$ cat src/rtl/fir_sum_tree.sv
// Pipelined adder tree for the parallel FIR: sums NTAP unsigned products with one register
// level per tree level, then rounds half up, shifts right and saturates into the output word.
module fir_sum_tree #(
    parameter int unsigned NTAP  = 8,
    parameter int unsigned PW    = 8,
    parameter int unsigned SHIFT = 3,
    parameter int unsigned OW    = 8
) (
    input  logic               clk,
    input  logic               rst_n,
    input  logic               en,
    input  logic [NTAP*PW-1:0] prod,
    output logic [OW-1:0]      result,
    output logic               rdy,
    output logic               sat
);

    localparam int unsigned L  = $clog2(NTAP);
    localparam int unsigned SW = PW + L;

    function automatic int unsigned nodes_at(input int unsigned k);
        int unsigned n;
        n = NTAP;
        for (int unsigned i = 0; i < k; i++) n = (n + 1) / 2;
        return n;
    endfunction

    // All tree levels live in one flat array; level k starts at offset_at(k).
    function automatic int unsigned offset_at(input int unsigned k);
        int unsigned o;
        o = 0;
        for (int unsigned i = 0; i < k; i++) o += nodes_at(i);
        return o;
    endfunction

    function automatic logic [SW:0] round_const();
        logic [SW:0] r;
        r = '0;
        if (SHIFT > 0) r[SHIFT-1] = 1'b1;
        return r;
    endfunction

    localparam int unsigned T   = offset_at(L + 1);
    localparam logic [SW:0] RND = round_const();

    logic [SW-1:0] node_q [T];
    logic [L+1:1]  vld_q;
    logic [L+1:0]  vld;

    assign vld = {vld_q, en};

    always_ff @(posedge clk or negedge rst_n) begin
        if (!rst_n) begin
            vld_q <= '0;
        end else begin
            vld_q <= vld[L:0];
        end
    end

    for (genvar i = 0; i < NTAP; i++) begin : g_in
        always_ff @(posedge clk or negedge rst_n) begin
            if (!rst_n) begin
                node_q[i] <= '0;
            end else if (en) begin
                node_q[i] <= SW'(prod[i*PW +: PW]);
            end
        end
    end

    for (genvar k = 1; k <= L; k++) begin : g_lvl
        localparam int unsigned NK = nodes_at(k);
        localparam int unsigned NP = nodes_at(k - 1);
        localparam int unsigned OK = offset_at(k);
        localparam int unsigned OP = offset_at(k - 1);
        for (genvar j = 0; j < NK; j++) begin : g_node
            if (2 * j + 1 < NP) begin : g_add
                always_ff @(posedge clk or negedge rst_n) begin
                    if (!rst_n) begin
                        node_q[OK+j] <= '0;
                    end else if (vld[k]) begin
                        node_q[OK+j] <= node_q[OP+2*j] + node_q[OP+2*j+1];
                    end
                end
            end else begin : g_pass
                // Odd leftover node is re-registered so every path has the same depth.
                always_ff @(posedge clk or negedge rst_n) begin
                    if (!rst_n) begin
                        node_q[OK+j] <= '0;
                    end else if (vld[k]) begin
                        node_q[OK+j] <= node_q[OP+2*j];
                    end
                end
            end
        end
    end

    logic [SW:0]   rounded;
    logic [SW:0]   shifted;
    logic [OW-1:0] res_c;
    logic          sat_c;

    assign rounded = {1'b0, node_q[T-1]} + RND;
    assign shifted = rounded >> SHIFT;

    if (SW + 1 > OW) begin : g_clip
        assign sat_c = |shifted[SW:OW];
        assign res_c = sat_c ? {OW{1'b1}} : shifted[OW-1:0];
    end else begin : g_noclip
        assign sat_c = 1'b0;
        assign res_c = OW'(shifted);
    end

    logic [OW-1:0] result_q;
    logic          rdy_q;
    logic          sat_q;

    always_ff @(posedge clk or negedge rst_n) begin
        if (!rst_n) begin
            result_q <= '0;
            rdy_q    <= 1'b0;
            sat_q    <= 1'b0;
        end else begin
            rdy_q <= vld[L+1];
            if (vld[L+1]) begin
                result_q <= res_c;
                sat_q    <= sat_c;
            end
        end
    end

    assign result = result_q;
    assign rdy    = rdy_q;
    assign sat    = sat_q;

endmodule

$ cat config.mk
export PLATFORM = sky130hd
export DESIGN_NAME = fir_sum_tree
export DESIGN_NICKNAME = d
export VERILOG_FILES = /design/src/rtl/fir_sum_tree.sv
export SDC_FILE = /design/constraint.sdc
export NUM_CORES = 1
export LEC_CHECK = 0
export BUFFER_PORTS_ARGS = -buffer_cell sky130_fd_sc_hd__buf_2
export CAP_MARGIN = 0
export CORE_UTILIZATION = 50
export DETAILED_ROUTE_END_ITERATION = 7
export HOLD_SLACK_MARGIN = 0.02
export PLACE_DENSITY = 0.69
export SYNTH_ARGS = -nofsm -noshare
export SYNTH_HDL_FRONTEND = slang
export SYNTH_SLANG_ARGS = --single-unit
$ cat constraint.sdc
create_clock -name clk -period 5.2 [get_ports clk]
set_input_delay 1.04 -clock clk [delete_from_list [all_inputs] [get_ports clk]]
set_output_delay 1.04 -clock clk [all_outputs]
set_load 0.1 [all_outputs]
# ---- After elaboration in Yosys (flattened, before gate mapping)
# Cells that the tools add are included.
dict set report word_totals {
  ff_bits 155
  inputBits 67
  out_inout_bits 10
  word_cells 28
}
dict set report op_classes {
  n_addsub 8
  mux 1
}
# cell n
set ops {}
lappend ops {{adder 8 x 8 -> 9 bit} 4}
lappend ops {{adder 11 bit} 3}
lappend ops {{adder 11 x 3 -> 12 bit, second input constant} 1}
lappend ops {{2-to-1 mux 8 bit} 1}

# ---- Logic depth before layout (Yosys ltp)
dict set report depth {
  depth_word 2
  depth_mapped 8
  mapped_depth_nobuf 8
}

# ---- Worst setup path before layout
# OpenSTA, ideal clock, no wires.
dict set report synth_timing {
  path_kind {input -> register}
  startpoint {input en}
  endpoint {register node_q[132] (netlist bit)}
  setup_time_ns 0.125
  arrival_ns 2.004
  t_required_ns 5.075
  setup_slack_ns 3.072
  path_stages 3
  path_buffers 2
  cell_sequence {clkbuf_1 clkbuf_1 mux2_2}
}
# element line
set synth_rtl {}
lappend synth_rtl {{from (decl)} 11} ;# input logic en,
lappend synth_rtl {{to (signal, indexed assignment)} 65} ;# node_q[i] <= SW'(prod[i*PW +: PW]);
lappend synth_rtl {{to (decl)} 46} ;# logic [SW-1:0] node_q [T];
# No word-level cell between the ends.

# ---- Final worst setup path
dict set report layout_timing {
  startpoint {register result_q[6] (netlist: result[6])}
  endpoint {output result[6]}
}
# element line
set layout_rtl {}
lappend layout_rtl {{from (decl)} 113} ;# logic [OW-1:0] result_q;
lappend layout_rtl {{from (signal assigned)} 125} ;# result_q <= res_c;
lappend layout_rtl {{to (decl)} 13} ;# output logic [OW-1:0] result,
# No word-level cell between the ends.

==> results_dict.tcl <==
set metrics [dict create \
    slew_headroom_pct 28.84 \
    n_antenna_cell 0 \
    max_freq_mhz 445.5 \
    cts_resized 0 \
    io_buffers 76 \
    synth-seq-cells 143 \
    cp.arrival_ns 1.20 \
    start_util_pct 51.65 \
    placed_area_mm2 0.008122 \
    yosysSeqAreaShare_pct 47.31 \
    total_power_mw 4.940 \
    regArea_mm2 0.003578 \
    synth_area_mm2 0.007564 \
    cp-end-kind "output pin" \
    nets 855 \
    io_pins 77 \
    grtUsageTotal_pct 20.24 \
    synthCells 644 \
    status "finished, violations left" \
    route.detailed.drc 4 \
    synthTopCellsByArea "dfrtp_1, mux2_2, ha_1" \
    final.min_clock_period_ns 2.245 \
    drive_gt1_share_pct 28.79 \
    rsz0062_at_grt "no" \
    yosys.area.top_type_share_pct 47.31 \
    final_area_mm2 0.008763 \
    period_share_pct 43.17 \
    multi_input_area_mm2 0.003825 \
    grt_pass1_wl_mm 25.21 \
    drt_iter0_drc 256 \
    ys.flop_type "dfrtp_1" \
    grt_max_degree 115 \
    clk_latency_ns 0.42 \
    htree_levels 4 \
    final.setup.worst_slack_ns 2.955 \
    drtPass1Iterations 6 \
    hold_path_class "reg -> reg" \
    holdBufCountCts 0 \
    setup_tns_ns 0 \
    fin_skew_ns 0.007736 \
    holdWs_ns 0.4717 \
    crit_fanout 2 \
    gp_congestion 0.8800 \
    cts_buffers 17 \
    startpoint_type "flop" \
    drv_slew 0 \
    n_fill_cell 1189 \
    ant_nets 0 \
    crit_family "buffers and inverters" \
    grt_antenna_before_repair 0 \
    power_density_mw_per_mm2 563.7 \
    violations "design-rule violations" \
    yosysTopAreaCell "dfrtp_1" \
    avgSynthCellArea_um2 11.74 \
    worstPathCellList "buf_2" \
    core-area_mm2 0.01464 \
    yosysUniqueCellTypes 47 \
    cts_root_buf "clkbuf_16" \
    synth_nets 777 \
    grt-ovfl-total 0 \
    wl_per_cell_um 15.86 \
    cts_sinks 143 \
    dr_total_vias 5172 \
    dpl.hpwl_mm 10.54 \
    first_global_vias 5341 \
    tritoncts "done" \
    floorplan.die_area_mm2 0.01562 \
    yosysWarnings 0 \
    worst_pin_slew_ns 1.067 \
    power_leakage_nw 3.940 \
    die_y_um 125.0 \
    dpl_worst_slack_ns 2.869 \
    maxCapViolations 0 \
    final_hold_viol_count 0 \
    die_w_um 125.0 \
    cts.reportedPaths.clkPinSlew_ns 0.06 \
    slowest_stage "buf_2" \
    postCtsSetupBuffers 0 \
    cts_max_path_buffers 2 \
    wirelength_mm 14.54 \
    fp-row-count 44 \
    criticalPathCategory "reg -> out" \
    via_per_inst 5.640 \
    synth_edf_count 0 \
    setup_viol 0 \
    critical_path_required_ns 4.16 \
    synthArstFlopShare_pct 100.0 \
    syn_to_final_growth_pct 15.86 \
    slowest_delay_ns 0.43 \
    critical_path_buf_inv_count 1 \
    ir_drop_uv 335.3 \
]
[metrics by stage]
stage / util (%) / cells
5_1_grt: 59.84 / 917
3_5_place_dp: 55.46 / 887
2_1_floorplan: - / 644
6_report: 59.84 / 917
3_3_place_gp: 55.46 / 887
4_1_cts: 59.84 / 917
[cells in the final DEF (no fill, tap or decap), drive strengths merged, types with 3 or more instances in the layout]
master   count
a211oi      12
a21o        17
a21oi       39
a31oi        8
buf         79
bufinv       5
clkbuf      19
clkinv       4
dfrtp      143
fa           6
ha          60
inv         21
mux2        94
nand2       30
nand2b       5
nand3        6
nand4        5
nor2        35
nor2b        7
nor3        10
nor3b        4
o211ai       3
o21a        11
o21ai       31
o22a         8
o2bb2ai      4
o311ai       6
o31a         4
o31ai        3
or3          4
xnor2       21
xor2        12
[registers in the layout, summed over array words and instances, names as in the netlist]
register  cells
node_q      129
result        8
vld_q         4
rdy           1
sat           1
[cells by family (layout without fill, tap and decap cells)]
logic type | count (synthesis) | count (layout) | synth area share [%]
xor+xnor | 33 | 33 | 3.821
flops | 143 | 143 | 47.31
simple gates | 110 | 110 | 6.832
buf+inv | 41 | 130 | 2.118
mux | 96 | 96 | 14.26
compound gates | 155 | 155 | 14.14
fa+ha+maj | 66 | 66 | 11.51
[worst register-to-register path: stages, from the launching register on]
cell and delay (ns):
dfrtp_1 0.38, ha_1 0.26, fa_1 0.41, a21oi_1 0.25
o211ai_1 0.13, a211oi_1 0.36, nor3_1 0.09, a21o_1 0.17
[path summary, 6_finish.rpt]
check,slack (ns),to,from,depth (start not counted)
worst min-delay path,0.47,sat,sat,1
min in group asynchronous,0.70,node_q[93],rst_n,1
worst min register to register,0.47,sat,sat,1
max in group asynchronous,3.38,node_q[81],rst_n,2
worst max-delay path,2.96,result[6],result[6],1
worst max register to register,3.05,node_q[39],node_q[77],7
[layout make-up]
type,instances,share of cell area [%]
Multi-Input combinational cell,460,43.65
Sequential cell,143,40.83
Clock buffer,19,5.168
Timing Repair Buffer,79,4.669
Tap cell,184,2.627
Clock inverter,11,2.156
Inverter,21,0.8995
[per-layer routing]
| layer | vias to the layer above | wire length, um | global-route usage, % |
|---|---|---|---|
| met2 | 83 | 6815 | 31.98 |
| met5 | - | 0 | 0 |
| met4 | 0 | 330 | 8.321 |
| met3 | 22 | 393 | 4.450 |
| li1 | 2526 | - | - |
| met1 | 2541 | 7001 | 27.16 |
[power by group]
group / internal (mW) / switching (mW) / leakage, nW
Clock: 0.868 / 0.450 / 0.311
Combinational: 0.882 / 1.11 / 1.96
Sequential: 1.41 / 0.221 / 1.67
[synthesized netlist by cell type (all sizes together) (6+ instances only)]
cell type / number
mux2: 94
o21a: 11
xor2: 12
inv: 21
buf: 6
a211oi: 12
o22a: 8
ha: 60
fa: 6
nor2b: 7
o21ai: 31
nand2: 30
a21o: 17
dfrtp: 143
a21oi: 39
a31oi: 8
xnor2: 21
nor2: 35
clkbuf: 14
nand3: 6
o311ai: 6
nor3: 10
(Power assumes the default switching activity.)
